### src/rtl/mem_ctrl_byte.sv
// mem_ctrl_byte: byte-serial memory responder for the fetch and load/store stages.
// Takes a whole transaction (base address + length) from one of two requesters,
// walks the single-port byte RAM one byte per cycle, assembles read data
// little-endian or serialises store data, and pulses done to the owner.
module mem_ctrl_byte #(
    parameter int ADDR_W = 32
) (
    input  logic              clk,
    input  logic              rst,
    input  logic              if_req_i,
    input  logic [ADDR_W-1:0] if_addr_i,
    input  logic              if_flush_i,
    output logic [31:0]       if_data_o,
    output logic              if_done_o,
    input  logic              mem_req_i,
    input  logic              mem_we_i,
    input  logic [1:0]        mem_len_i,
    input  logic [ADDR_W-1:0] mem_addr_i,
    input  logic [31:0]       mem_wdata_i,
    output logic [31:0]       mem_rdata_o,
    output logic              mem_done_o,
    output logic              mem_stall_o,
    output logic [ADDR_W-1:0] ram_addr_o,
    output logic              ram_we_o,
    output logic [7:0]        ram_dout_o,
    input  logic [7:0]        ram_din_i
);

    typedef enum logic [1:0] {
        S_IDLE = 2'd0,
        S_RD   = 2'd1,
        S_WR   = 2'd2
    } state_t;

    localparam logic OWNER_IF  = 1'b0;
    localparam logic OWNER_MEM = 1'b1;

    state_t            r_state;
    state_t            w_state_nxt;
    logic [ADDR_W-1:0] r_base;
    logic [ADDR_W-1:0] w_base_nxt;
    logic [2:0]        r_cnt;
    logic [2:0]        w_cnt_nxt;
    logic [2:0]        r_n;
    logic [2:0]        w_n_nxt;
    logic              r_owner;
    logic              w_owner_nxt;
    logic [31:0]       r_buf;
    logic [31:0]       w_buf_nxt;
    logic [23:0]       r_wdata_hi;
    logic [23:0]       w_wdata_hi_nxt;
    logic [ADDR_W-1:0] r_ram_addr;
    logic [ADDR_W-1:0] w_ram_addr_nxt;
    logic              r_ram_we;
    logic              w_ram_we_nxt;
    logic [7:0]        r_ram_dout;
    logic [7:0]        w_ram_dout_nxt;
    logic [31:0]       r_if_data;
    logic [31:0]       w_if_data_nxt;
    logic              r_if_done;
    logic              w_if_done_nxt;
    logic [31:0]       r_mem_rdata;
    logic [31:0]       w_mem_rdata_nxt;
    logic              r_mem_done;
    logic              w_mem_done_nxt;

    logic [2:0]        w_len_n;
    logic              w_last;
    logic [ADDR_W-1:0] w_addr_inc;
    logic [31:0]       w_buf_merged;
    logic [7:0]        w_wbyte_next;
    logic              w_mem_ok;
    logic              w_if_ok;

    assign if_data_o   = r_if_data;
    assign if_done_o   = r_if_done;
    assign mem_rdata_o = r_mem_rdata;
    assign mem_done_o  = r_mem_done;
    assign mem_stall_o = mem_req_i & ~r_mem_done;
    assign ram_addr_o  = r_ram_addr;
    assign ram_we_o    = r_ram_we;
    assign ram_dout_o  = r_ram_dout;

    // A requester still seeing its own done pulse is mid-handshake, so it is not re-granted.
    assign w_mem_ok   = mem_req_i & ~r_mem_done;
    assign w_if_ok    = if_req_i & ~r_if_done & ~if_flush_i;
    assign w_last     = (r_cnt == (r_n - 3'd1));
    assign w_addr_inc = r_base + ADDR_W'(r_cnt + 3'd1);

    // Byte count from the load/store length code; the reserved code 10 means a full word.
    always_comb begin
        w_len_n = 3'd4;
        case (mem_len_i)
            2'b00:   w_len_n = 3'd1;
            2'b01:   w_len_n = 3'd2;
            default: w_len_n = 3'd4;
        endcase
    end

    // Drop the byte arriving from the RAM into its little-endian lane of the buffer.
    always_comb begin
        w_buf_merged = r_buf;
        case (r_cnt[1:0])
            2'd0:    w_buf_merged[7:0]   = ram_din_i;
            2'd1:    w_buf_merged[15:8]  = ram_din_i;
            2'd2:    w_buf_merged[23:16] = ram_din_i;
            default: w_buf_merged[31:24] = ram_din_i;
        endcase
    end

    // Pick the store byte that follows the one currently on the RAM bus.
    always_comb begin
        w_wbyte_next = 8'h00;
        case (r_cnt[1:0])
            2'd0:    w_wbyte_next = r_wdata_hi[7:0];
            2'd1:    w_wbyte_next = r_wdata_hi[15:8];
            2'd2:    w_wbyte_next = r_wdata_hi[23:16];
            default: w_wbyte_next = 8'h00;
        endcase
    end

    // Next-state and next-register logic: arbitration in IDLE, byte sequencing in RD/WR.
    always_comb begin
        w_state_nxt     = r_state;
        w_base_nxt      = r_base;
        w_cnt_nxt       = r_cnt;
        w_n_nxt         = r_n;
        w_owner_nxt     = r_owner;
        w_buf_nxt       = r_buf;
        w_wdata_hi_nxt  = r_wdata_hi;
        w_ram_addr_nxt  = r_ram_addr;
        w_ram_we_nxt    = r_ram_we;
        w_ram_dout_nxt  = r_ram_dout;
        w_if_data_nxt   = r_if_data;
        w_if_done_nxt   = 1'b0;
        w_mem_rdata_nxt = r_mem_rdata;
        w_mem_done_nxt  = 1'b0;

        case (r_state)
            S_IDLE: begin
                if (w_mem_ok) begin
                    w_base_nxt     = mem_addr_i;
                    w_n_nxt        = w_len_n;
                    w_owner_nxt    = OWNER_MEM;
                    w_cnt_nxt      = 3'd0;
                    w_ram_addr_nxt = mem_addr_i;
                    w_wdata_hi_nxt = mem_wdata_i[31:8];
                    if (mem_we_i) begin
                        w_ram_we_nxt   = 1'b1;
                        w_ram_dout_nxt = mem_wdata_i[7:0];
                        w_state_nxt    = S_WR;
                    end else begin
                        w_buf_nxt   = 32'h0;
                        w_state_nxt = S_RD;
                    end
                end else if (w_if_ok) begin
                    w_base_nxt     = if_addr_i;
                    w_n_nxt        = 3'd4;
                    w_owner_nxt    = OWNER_IF;
                    w_cnt_nxt      = 3'd0;
                    w_ram_addr_nxt = if_addr_i;
                    w_buf_nxt      = 32'h0;
                    w_state_nxt    = S_RD;
                end
            end
            S_RD: begin
                if ((r_owner == OWNER_IF) && if_flush_i) begin
                    w_buf_nxt   = 32'h0;
                    w_state_nxt = S_IDLE;
                end else begin
                    w_buf_nxt = w_buf_merged;
                    if (w_last) begin
                        w_state_nxt = S_IDLE;
                        if (r_owner == OWNER_MEM) begin
                            w_mem_rdata_nxt = w_buf_merged;
                            w_mem_done_nxt  = 1'b1;
                        end else begin
                            w_if_data_nxt = w_buf_merged;
                            w_if_done_nxt = 1'b1;
                        end
                    end else begin
                        w_cnt_nxt      = r_cnt + 3'd1;
                        w_ram_addr_nxt = w_addr_inc;
                    end
                end
            end
            S_WR: begin
                if (w_last) begin
                    w_ram_we_nxt   = 1'b0;
                    w_mem_done_nxt = 1'b1;
                    w_state_nxt    = S_IDLE;
                end else begin
                    w_cnt_nxt      = r_cnt + 3'd1;
                    w_ram_addr_nxt = w_addr_inc;
                    w_ram_dout_nxt = w_wbyte_next;
                end
            end
            default: begin
                w_ram_we_nxt = 1'b0;
                w_state_nxt  = S_IDLE;
            end
        endcase
    end

    // State register; reset abandons any transaction in flight.
    always_ff @(posedge clk or posedge rst) begin
        if (rst) begin
            r_state <= S_IDLE;
        end else begin
            r_state <= w_state_nxt;
        end
    end

    // Transaction bookkeeping and registered outputs, all cleared by reset.
    always_ff @(posedge clk or posedge rst) begin
        if (rst) begin
            r_base      <= '0;
            r_cnt       <= 3'd0;
            r_n         <= 3'd0;
            r_owner     <= OWNER_IF;
            r_buf       <= 32'h0;
            r_wdata_hi  <= 24'h0;
            r_ram_addr  <= '0;
            r_ram_we    <= 1'b0;
            r_ram_dout  <= 8'h00;
            r_if_data   <= 32'h0;
            r_if_done   <= 1'b0;
            r_mem_rdata <= 32'h0;
            r_mem_done  <= 1'b0;
        end else begin
            r_base      <= w_base_nxt;
            r_cnt       <= w_cnt_nxt;
            r_n         <= w_n_nxt;
            r_owner     <= w_owner_nxt;
            r_buf       <= w_buf_nxt;
            r_wdata_hi  <= w_wdata_hi_nxt;
            r_ram_addr  <= w_ram_addr_nxt;
            r_ram_we    <= w_ram_we_nxt;
            r_ram_dout  <= w_ram_dout_nxt;
            r_if_data   <= w_if_data_nxt;
            r_if_done   <= w_if_done_nxt;
            r_mem_rdata <= w_mem_rdata_nxt;
            r_mem_done  <= w_mem_done_nxt;
        end
    end

endmodule

### config.mk
export PLATFORM = sky130hd
export DESIGN_NAME = mem_ctrl_byte
export DESIGN_NICKNAME = d
export VERILOG_FILES = /design/src/rtl/mem_ctrl_byte.sv
export SDC_FILE = /design/constraint.sdc
export NUM_CORES = 1
export LEC_CHECK = 0
export CAP_MARGIN = 20
export CORE_MARGIN = 10
export CORE_UTILIZATION = 40
export DETAILED_ROUTE_END_ITERATION = 12
export PLACE_DENSITY_LB_ADDON = 0.15
export SYNTH_ARGS = -nofsm -noshare
export SYNTH_HDL_FRONTEND = slang
export SYNTH_SLANG_ARGS = --single-unit
### constraint.sdc
create_clock -name clk -period 8.2 [get_ports clk]
set_input_delay 2.05 -clock clk [delete_from_list [all_inputs] [get_ports clk]]
set_output_delay 2.05 -clock clk [all_outputs]
set_load 0.005 [all_outputs]
After elaboration in Yosys (flattened, before gate mapping)
Index checks and enable logic that the tools add are counted.
{"block": "word_totals", "in_bits": 112, "output_inout_bits": 108, "elab_cells": 105, "reg_bits": 204}
{"block": "op_classes", "n_eq_ne": 13, "bitwise": 9, "addsub": 4, "reduce_logical": 17, "muxes": 48}
{"cell": "$mux W32", "count": 8}
{"cell": "$pmux W32 S3", "count": 1}
{"cell": "$pmux W32 S2", "count": 1}
{"cell": "$mux W8", "count": 7}
{"cell": "$add A32 B4 Y32", "count": 1}
{"cell": "$pmux W8 S3", "count": 1}
{"cell": "$mux W3", "count": 6}
{"cell": "$pmux W8 S2", "count": 1}
{"cell": "$reduce_and A4 Y1", "count": 4}
{"cell": "$mux W1", "count": 13}
{"cell": "$mux W2", "count": 5}
{"cell": "$ne A2 B2 Y1 const B", "count": 5}
{"cell": "$pmux W3 S3", "count": 1}
{"cell": "$eq A2 B1 Y1 const B", "count": 3}
{"cell": "$logic_not A2 Y1", "count": 3}
{"cell": "$ne A3 B3 Y1 const B", "count": 2}
{"cell": "$not A1 Y1", "count": 6}
{"cell": "$pmux W2 S3", "count": 1}
{"cell": "$pmux W3 S2", "count": 1}
{"cell": "$reduce_and A3 Y1", "count": 2}
{"cell": "$reduce_bool A2 Y1", "count": 3}
{"cell": "$add A3 B1 Y4 const B", "count": 1}
{"cell": "$eq A2 B2 Y1 const B", "count": 2}
{"cell": "$reduce_and A2 Y1", "count": 2}
{"cell": "other kinds (9)", "count": 11}

Depth between registers and ports, before layout
Gate-level depths: netlist of run 1.
{"block": "logic_depth", "ltp_word": 6, "mapped_depth": 10, "depth_no_buf": 9}

Worst setup path after synthesis of run 1
Ideal clock, no wire load.
{"block": "synth_path", "kind": "input -> output", "from": "in mem_req_i", "to": "out mem_stall_o", "path_stages": 3, "slack_ns": 3.542, "arrival_time_ns": 2.608, "cell_sequence": "nor2b_1 -> buf_2 -> buf_2"}
{"block": "synth_via", "elab_chain_len": 1}
{"element": "from (decl)", "line_no": "15", "source": "input logic mem_req_i,"}
{"element": "$and A1 B1 Y1", "line_no": "79", "source": "assign mem_stall_o = mem_req_i & ~r_mem_done;"}
{"element": "to (decl)", "line_no": "22", "source": "output logic mem_stall_o,"}
Every way passes these cells.

Worst setup path in the final report of run 1
Ends and elaborated chain as after synthesis.

==> impl_metrics.py, run 1 <==
metrics = {
    "power": {
        "internal_power_mw": 3.069,
        "p_sw_share_pct": 35.41,
        "p_per_area_mw_per_mm2": 367.6,
        "netSwitchingPower_mw": 1.683,
        "p_clk_share_pct": 22.7,
        "power_frac_comb_pct": 41.2,
        "irDropWorstVdd_mv": 0.1978,
        "pwr-share-seq_pct": 36.1,
        "p_leak_nw": 5.555,
    },
    "detailed_routing": {
        "drt_wl_total_mm": 26.86,
        "drcViolationCount": 0,
        "dr.pass1.iters": 7,
        "vias_per_cell": 5.156,
        "postRouteAntennaNets": 0,
        "drt-initial-drc-count": 600,
        "via_count": 7523,
        "post_drt_wl_per_cell_um": 18.41,
    },
    "run_status": {
        "run_status": "finished clean",
    },
    "sta": {
        "max_freq_mhz": 189.5,
        "finalCritPeriodShare_pct": 64.37,
        "fin_hold_ws_ns": 0.4749,
        "slew_headroom_pct": 26.01,
        "grt_setup_unrepaired": "false",
        "hold_viol": 0,
        "finalSetupViolations": 0,
        "min_period_ns": 5.278,
        "fin_tns_setup_ns": 0,
        "fin_ws_ns": 2.922,
        "fin_skew_ns": 0.02102,
        "finalMaxSlewViolations": 0,
        "tightest_slew_ns": 1.110,
    },
    "clocking": {
        "h-tree-depth": 1,
        "hold_buffers": 0,
        "clkSinkCount": 204,
        "post_cts.repair.setup_buffers": 0,
        "cts_root_buffer": "clkbuf_16",
        "clkTransAtPathRegs_ns": 0.06,
        "cts_buffer_depth": 3,
        "cts-resized-gates": 0,
        "tritoncts": "built",
        "clock_latency_ns": 0.52,
        "cts_buffers": 24,
    },
    "die": {
        "die_w_um": 176.3,
        "die_h_um": 176.3,
        "core.rowCount": 57,
        "die_area_mm2": 0.03108,
        "start_util_pct": 40.41,
        "pin_count": 220,
        "core-area_mm2": 0.02418,
    },
    "final_layout": {
        "fill_cells": 2182,
        "layout-drive-gt1-share_pct": 9.700,
        "synthToLayoutAreaGrowth_pct": 32.32,
        "layout_common_cells": "219 x clkdlybuf4s50_1, 204 x dfrtp_1, 165 x nand2_1",
        "final_common_cell": "clkdlybuf4s50_1",
        "final_cells": 1459,
        "fin_nets": 1242,
        "fin_util_pct": 53.48,
    },
    "placed_design": {
        "routabilityCongestion": 0.7844,
        "dp_hpwl_mm": 18.76,
        "dp_cells": 1413,
        "numPortBuffers": 219,
        "dp_worst_setup_slack_ns": 2.900,
    },
    "synth": {
        "ys_top_cells_by_area": "dfrtp_1 52%, mux2i_1 6.9%, nand2_1 6.4%",
        "async_flop_share_pct": 100.0,
        "yosysSeqAreaShare_pct": 52.25,
        "ys_types": 62,
        "ys_ff_latch": 204,
        "synth_top_cell_by_area": "dfrtp_1",
        "synth_top_area_share_pct": 52.25,
        "synth-edff-count": 0,
        "netlist_area_mm2": 0.009771,
        "syn_area_per_cell_um2": 10.48,
        "syn_nets": 1057,
        "ys.flop_type": "dfrtp_1",
        "netlist_instances": 932,
        "yosysWarnings": 0,
    },
    "global_routing": {
        "grt.total_usage_pct": 16.86,
        "grt_busiest_layer": "met2",
        "use_met3_pct": 4.400,
        "use_met1_pct": 22.58,
        "grt_max_degree": 149,
        "grt_pass1_vias": 7572,
        "antenna_found_initial": 1,
        "grt_pass1_wl_mm": 42.86,
        "use_met2_pct": 26.69,
        "overflow": 0,
    },
    "worst_setup_path": {
        "crit_path_max_fanout": 2,
        "crit_type": "in -> out",
        "crit_path_end_kind": "output pin",
        "cp-start-kind": "input port",
        "worstPathArrival_ns": 3.23,
        "required_ns": 6.15,
    },
    "hold_path": {
        "hold_path.class": "reg -> reg",
    },
    "flow_run": {
        "cap_violations": 0,
    },
}
metal layers:
layer  vias up  share of wire, %
li1       3676                 -
met1      3605                45
met2       208                46
met3        34               7.1
met4         0               2.1
met5         -                 0
stage by stage:
stage | cell area (µm²) | power (mW)
floorplan | 9771 | 2.890
global placement | 12070 | 3.675
detailed placement | 12070 | 3.719
CTS | 12880 | 4.816
global route | 12930 | 5.118
finish | 12930 | 4.752
cells in the mapped netlist, drive strengths merged, types with 2 or more instances:
library cell and number:
dfrtp 204, nand2 167, o21ai 124, mux2i 67
buf 42, mux2 39, a22o 33, clkbuf 27
inv 23, nand3 20, and2 16, nor2 13
ha 12, a21oi 10, xnor2 10, a31o 9
nor3 9, o22ai 9, o31ai 9, a222oi 8
nand4 8, or3 8, and4 6, nand2b 6
nor4 6, or4 5, xor2 5, a211oi 4
and3 4, nor2b 4, o211ai 4, a211o 3
a21o 2, o31a 2, or2 2
cell type report:
| class | instances | area (µm²) | share of cell area (%) |
|---|---|---|---|
| clock inverters | 6 | 95.09 | 0.7355 |
| flip-flops and latches | 204 | 5105 | 39.49 |
| inverters | 24 | 97.59 | 0.7549 |
| multi-input cells | 635 | 4222 | 32.65 |
| diodes | 1 | 2.502 | 0.01936 |
| repair buffers | 228 | 2292 | 17.73 |
| well taps | 324 | 405.4 | 3.136 |
| clock buffers | 37 | 709.4 | 5.487 |
worst paths after layout:
check / startpoint / end / slack [ns] / depth (start not counted)
max: mem_req_i / mem_stall_o / 2.92 / 3
min: ram_addr_o[29] / ram_addr_o[29] / 0.47 / 2
max reg2reg: r_state[0] / ram_addr_o[9] / 5.23 / 6
min reg2reg: ram_addr_o[29] / ram_addr_o[29] / 0.47 / 2
max in group asynchronous: rst / ram_addr_o[31] / 4.67 / 4
min in group asynchronous: rst / r_base[7] / 1.88 / 2
sequential cells by signal, summed over array words and instances (netlist names):
register / cells
if_done_o: 1
r_n: 3
r_buf: 32
if_data_o: 32
mem_rdata_o: 32
ram_dout_o: 8
r_cnt: 3
ram_we_o: 1
r_base: 32
r_wdata_hi: 24
ram_addr_o: 32
r_owner: 1
mem_done_o: 1
r_state: 2
cell families after synthesis:
kind of cell | after synthesis | share of synthesized area [%]
flip-flops | 204 | 52.25
multiplexers | 106 | 11.36
AO/OA/AOI/OAI | 223 | 14.91
XOR/XNOR | 16 | 1.601
adder cells (fa/ha/maj) | 13 | 1.742
AND/OR/NAND/NOR | 277 | 13.50
buffers and inverters | 93 | 4.649
worst max-delay path, cell delays in order:
cell             delay [ns]
clkdlybuf4s50_1        0.48
nor2b_4                0.18
clkdlybuf4s50_1        0.52
power groups by stage:
| stage | combinational (mW) | sequential (mW) | clock [mW] |
|---|---|---|---|
| after floorplan | 1.22 | 1.67 | 0 |
| after global placement | 1.96 | 1.72 | 0 |
| after detailed placement | 1.99 | 1.73 | 0 |
| after CTS | 1.99 | 1.72 | 1.10 |
| after global routing | 2.19 | 1.78 | 1.15 |
| final | 1.96 | 1.72 | 1.08 |
No activity file was read; power rests on OpenSTA's default activity.
==> inputs of run 2 (changes only) <==
clock period = 5.3 ns   (was 8.2 ns; I/O delays follow)
==> impl_metrics.py, run 2 (synthesis results as in run 1) <==
metrics = {
    "sta": {
        "fin_tns_setup_ns": 0,
        "finalMaxSlewViolations": 0,
        "slew_headroom_pct": 29.27,
        "min_period_ns": 3.866,
        "fin_skew_ns": 0.01546,
        "hold_viol": 0,
        "max_freq_mhz": 258.6,
        "finalSetupViolations": 0,
        "finalCritPeriodShare_pct": 72.95,
        "tightest_slew_ns": 1.061,
        "grt_setup_unrepaired": "false",
    },
    "worst_setup_path": {
        "cpMostUsedCell": "clkdlybuf4s50_1",
        "required_ns": 3.97,
        "max_stage_delay_ns": 0.59,
        "crit_type": "in -> out",
        "worstPathArrival_ns": 2.54,
        "worstPathCellList": "clkdlybuf4s50_1 > nor2b_4 > clkdlybuf4s50_1",
        "path_buf_inv": 2,
        "crit_path_max_fanout": 2,
        "worst_path_dominant_cell_family": "buffers and inverters",
        "slowest_stage": "clkdlybuf4s50_1",
        "crit_path_end_kind": "output pin",
        "cp-start-kind": "input port",
    },
    "power": {
        "irDropWorstVdd_mv": 0.2582,
        "p_per_area_mw_per_mm2": 561.4,
        "p_leak_nw": 5.531,
    },
    "global_routing": {
        "grt_pass1_wl_mm": 42.48,
        "grt_max_degree": 128,
        "overflow": 0,
        "antenna_found_initial": 0,
        "grt_pass1_vias": 7491,
        "grt.total_usage_pct": 16.73,
    },
    "placed_design": {
        "routabilityCongestion": 0.7735,
        "dp_hpwl_mm": 18.76,
        "numPortBuffers": 219,
    },
    "detailed_routing": {
        "drt_wl_total_mm": 26.62,
        "drcViolationCount": 0,
        "post_drt_wl_per_cell_um": 18.27,
        "dr.pass1.iters": 5,
        "drt-initial-drc-count": 559,
        "via_count": 7428,
        "postRouteAntennaNets": 0,
        "vias_per_cell": 5.098,
    },
    "clocking": {
        "tritoncts": "built",
        "cts-resized-gates": 0,
        "cts_buffers": 23,
        "cts_root_buffer": "clkbuf_16",
        "post_cts.repair.setup_buffers": 0,
        "clock_latency_ns": 0.51,
        "clkTransAtPathRegs_ns": 0.06,
        "hold_buffers": 0,
        "clkSinkCount": 204,
        "cts_buffer_depth": 3,
        "h-tree-depth": 1,
    },
    "die": {
        "die_w_um": 176.3,
        "core.rowCount": 57,
        "die_h_um": 176.3,
        "start_util_pct": 40.41,
        "pin_count": 220,
        "core-area_mm2": 0.02418,
        "die_area_mm2": 0.03108,
    },
    "flow_run": {
        "cap_violations": 0,
    },
    "final_layout": {
        "layout_common_cells": "219 x clkdlybuf4s50_1, 204 x dfrtp_1, 165 x nand2_1",
        "final_common_cell": "clkdlybuf4s50_1",
        "fin_nets": 1243,
        "layout-drive-gt1-share_pct": 9.974,
        "fin_util_pct": 53.23,
        "antennaDiodeCount": 0,
        "synthToLayoutAreaGrowth_pct": 31.71,
    },
    "run_status": {
        "run_status": "finished clean",
    },
    "hold_path": {
        "hold_path.class": "reg -> reg",
    },
}
-- run 2: worst paths after layout --
kind                                  from               to  slack [ns]  cells after the start
min in group asynchronous              rst        r_base[7]        1.32                      3
hold / removal             mem_rdata_o[27]  mem_rdata_o[27]        0.47                      2
setup / recovery                 mem_req_i      mem_stall_o        1.43                      3
hold reg to reg            mem_rdata_o[27]  mem_rdata_o[27]        0.47                      2
max in group asynchronous              rst       r_base[24]        3.01                      4
setup reg to reg                r_state[0]    ram_addr_o[9]        2.30                      5
-- run 2: area by class of cell --
type	instances	area, µm²
inverter	24	93.84
clock inverter	8	46.29
clock buffer	32	669.4
fill	2204	11310
tap	324	405.4
multi-input combinational	635	4222
timing repair buffer	230	2327
sequential	204	5105
-- run 2: through the flow --
stage               cell area (µm²)  setup WS [ns]  hold WS, ns  std cells  power, mW
global route                  12870          1.389       0.5069       1457      7.778
global placement              12090          1.292       0.4613       1414      5.692
CTS                           12830          1.409       0.4823       1455      7.309
detailed placement            12120          1.238       0.4693       1415      5.764
floorplan                      9774          1.331       0.4498        932      4.472
finish                        12870          1.434       0.4736       1457      7.225
-- run 2: where the power goes --
group          leakage [nW]  internal (mW)  switching (mW)
registers              2.53           2.20           0.452
clock network         0.358          0.878           0.634
logic                  2.64           1.56            1.50
-- run 2: per-layer routing --
metal	GRT usage (%)	routed length, µm
met2	26.12	12120
met4	3.992	482
met1	22.88	12260
met5	0	0
met3	4.122	1759
-- run 2: worst min-delay path, stage by stage, from the launching register on --
cell and delay, ns:
dfrtp_1 0.33, nand2_1 0.05, o21ai_0 0.06
==> inputs of run 3 (changes only) <==
clock period = 4 ns   (was 5.3 ns; I/O delays follow)
==> impl_metrics.py, run 3 (synthesis results as in run 1) <==
metrics = {
    "final_layout": {
        "final_cells": 1456,
        "final_common_cell": "clkdlybuf4s50_1",
        "layout_common_cells": "219 x clkdlybuf4s50_1, 204 x dfrtp_1, 165 x nand2_1",
        "fin_nets": 1241,
        "antennaDiodeCount": 0,
        "synthToLayoutAreaGrowth_pct": 31.86,
        "fin_util_pct": 53.29,
        "layout-drive-gt1-share_pct": 9.452,
    },
    "detailed_routing": {
        "drt_wl_total_mm": 26.90,
        "dr.pass1.iters": 4,
        "drcViolationCount": 0,
        "post_drt_wl_per_cell_um": 18.48,
        "via_count": 7502,
        "postRouteAntennaNets": 0,
        "vias_per_cell": 5.152,
        "drt-initial-drc-count": 523,
    },
    "clocking": {
        "hold_buffers": 0,
        "clkSinkCount": 204,
        "clock_latency_ns": 0.51,
        "clkTransAtPathRegs_ns": 0.06,
        "h-tree-depth": 1,
        "cts-resized-gates": 0,
        "cts_root_buffer": "clkbuf_16",
        "tritoncts": "built",
        "cts_buffer_depth": 3,
        "cts_buffers": 23,
        "post_cts.repair.setup_buffers": 0,
    },
    "global_routing": {
        "grt_pass1_vias": 7762,
        "grt_max_degree": 122,
        "grt.total_usage_pct": 17.07,
        "overflow": 0,
        "grt_pass1_wl_mm": 43.39,
        "antenna_found_initial": 1,
    },
    "die": {
        "start_util_pct": 40.41,
        "die_h_um": 176.3,
        "core-area_mm2": 0.02418,
        "pin_count": 220,
        "die_w_um": 176.3,
        "die_area_mm2": 0.03108,
        "core.rowCount": 57,
    },
    "worst_setup_path": {
        "cpMostUsedCell": "clkdlybuf4s50_1",
        "r2r_start": "r_state[0]",
        "worstPathCellList": "clkdlybuf4s50_1 > nor2b_4 > clkdlybuf4s50_1",
        "worstPathArrival_ns": 2.29,
        "r2r-end": "ram_addr_o[9]",
        "crit_type": "in -> out",
        "reg2regPathDepth": 6,
        "reg2reg_slack_ns": 0.95,
        "crit_path_end_kind": "output pin",
        "crit_path_max_fanout": 6,
        "slowest_stage": "clkdlybuf4s50_1",
        "required_ns": 3.00,
        "max_stage_delay_ns": 0.59,
        "cp-start-kind": "input port",
    },
    "sta": {
        "finalMaxSlewViolations": 0,
        "grt_setup_unrepaired": "false",
        "hold_viol": 0,
        "slew_headroom_pct": 22.20,
        "finalCritPeriodShare_pct": 82.15,
        "tightest_slew_ns": 1.167,
        "max_freq_mhz": 304.3,
        "min_period_ns": 3.286,
        "finalSetupViolations": 0,
        "fin_tns_setup_ns": 0,
        "fin_skew_ns": 0.01047,
    },
    "hold_path": {
        "holdPathEnd": "mem_rdata_o[24]",
        "worstHoldPathCells": 2,
        "hp-start": "mem_rdata_o[24]",
        "hold_path.class": "reg -> reg",
    },
    "placed_design": {
        "routabilityCongestion": 0.7795,
        "dp_hpwl_mm": 18.65,
        "numPortBuffers": 219,
        "dp_cells": 1415,
    },
    "run_status": {
        "run_status": "finished clean",
    },
    "power": {
        "irDropWorstVdd_mv": 0.3392,
        "p_per_area_mw_per_mm2": 751.1,
        "finalPower_mw": 9.677,
        "p_leak_nw": 5.530,
    },
    "flow_run": {
        "cap_violations": 0,
    },
}
[run 3: changes by cell type in the layout (fill, tap and decap cells not counted)]
cell,previous run,this run
clkbuf_8,6,4
clkbuf_1,3,8
bufinv_16,0,2
inv_6,1,0
buf_12,2,3
buf_8,1,0
clkinv_2,6,4
clkinvlp_4,2,1
buf_4,7,5
[run 3: metrics by stage]
step	hold slack [ns]	worst slack, ns	cell area, µm²
detailed placement	0.4699	0.7044	12140
global placement	0.4616	0.7021	12120
global route	0.4976	0.6619	12880
floorplan	0.4498	0.3557	9774
finish	0.4750	0.7138	12880
CTS	0.4832	0.6936	12880
[run 3: area by class of cell]
class                           instances  area (µm²)
Clock buffer                           35       660.6
Sequential cell                       204        5105
Tap cell                              324       405.4
Fill cell                            2186       11290
Multi-Input combinational cell        635        4222
Clock inverter                          6       80.08
Inverter                               24       93.84
Timing Repair Buffer                  228        2317
[run 3: worst max-delay path: cells and delay by family]
| kind | cells | cell delay [ns] |
|---|---|---|
| AND/OR/NAND/NOR | 1 | 0.22 |
| buffers and inverters | 2 | 1.07 |
[run 3: worst max-delay path by stage]
| stage | slack, ns | endpoint | startpoint | depth (start not counted) |
|---|---|---|---|---|
| floorplan | 0.36 | if_data_o[0] | rst | 1 |
| global placement | 0.70 | mem_stall_o | mem_req_i | 3 |
| detailed placement | 0.70 | mem_stall_o | mem_req_i | 3 |
| CTS | 0.69 | mem_stall_o | mem_req_i | 3 |
| global route | 0.66 | mem_stall_o | mem_req_i | 3 |
| finish | 0.71 | mem_stall_o | mem_req_i | 3 |
[run 3: routing by layer]
layer	GRT usage, %	wire length (µm)
met5	0	0
met4	4.097	536
met3	4.592	1842
met2	26.55	12070
met1	23.20	12460
[run 3: report_power, final]
group	internal (mW)	leakage [nW]	total [mW]	switching, mW
Clock	1.26	0.366	2.09	0.833
Combinational	2.05	2.63	4.06	2.01
Sequential	2.92	2.53	3.52	0.607
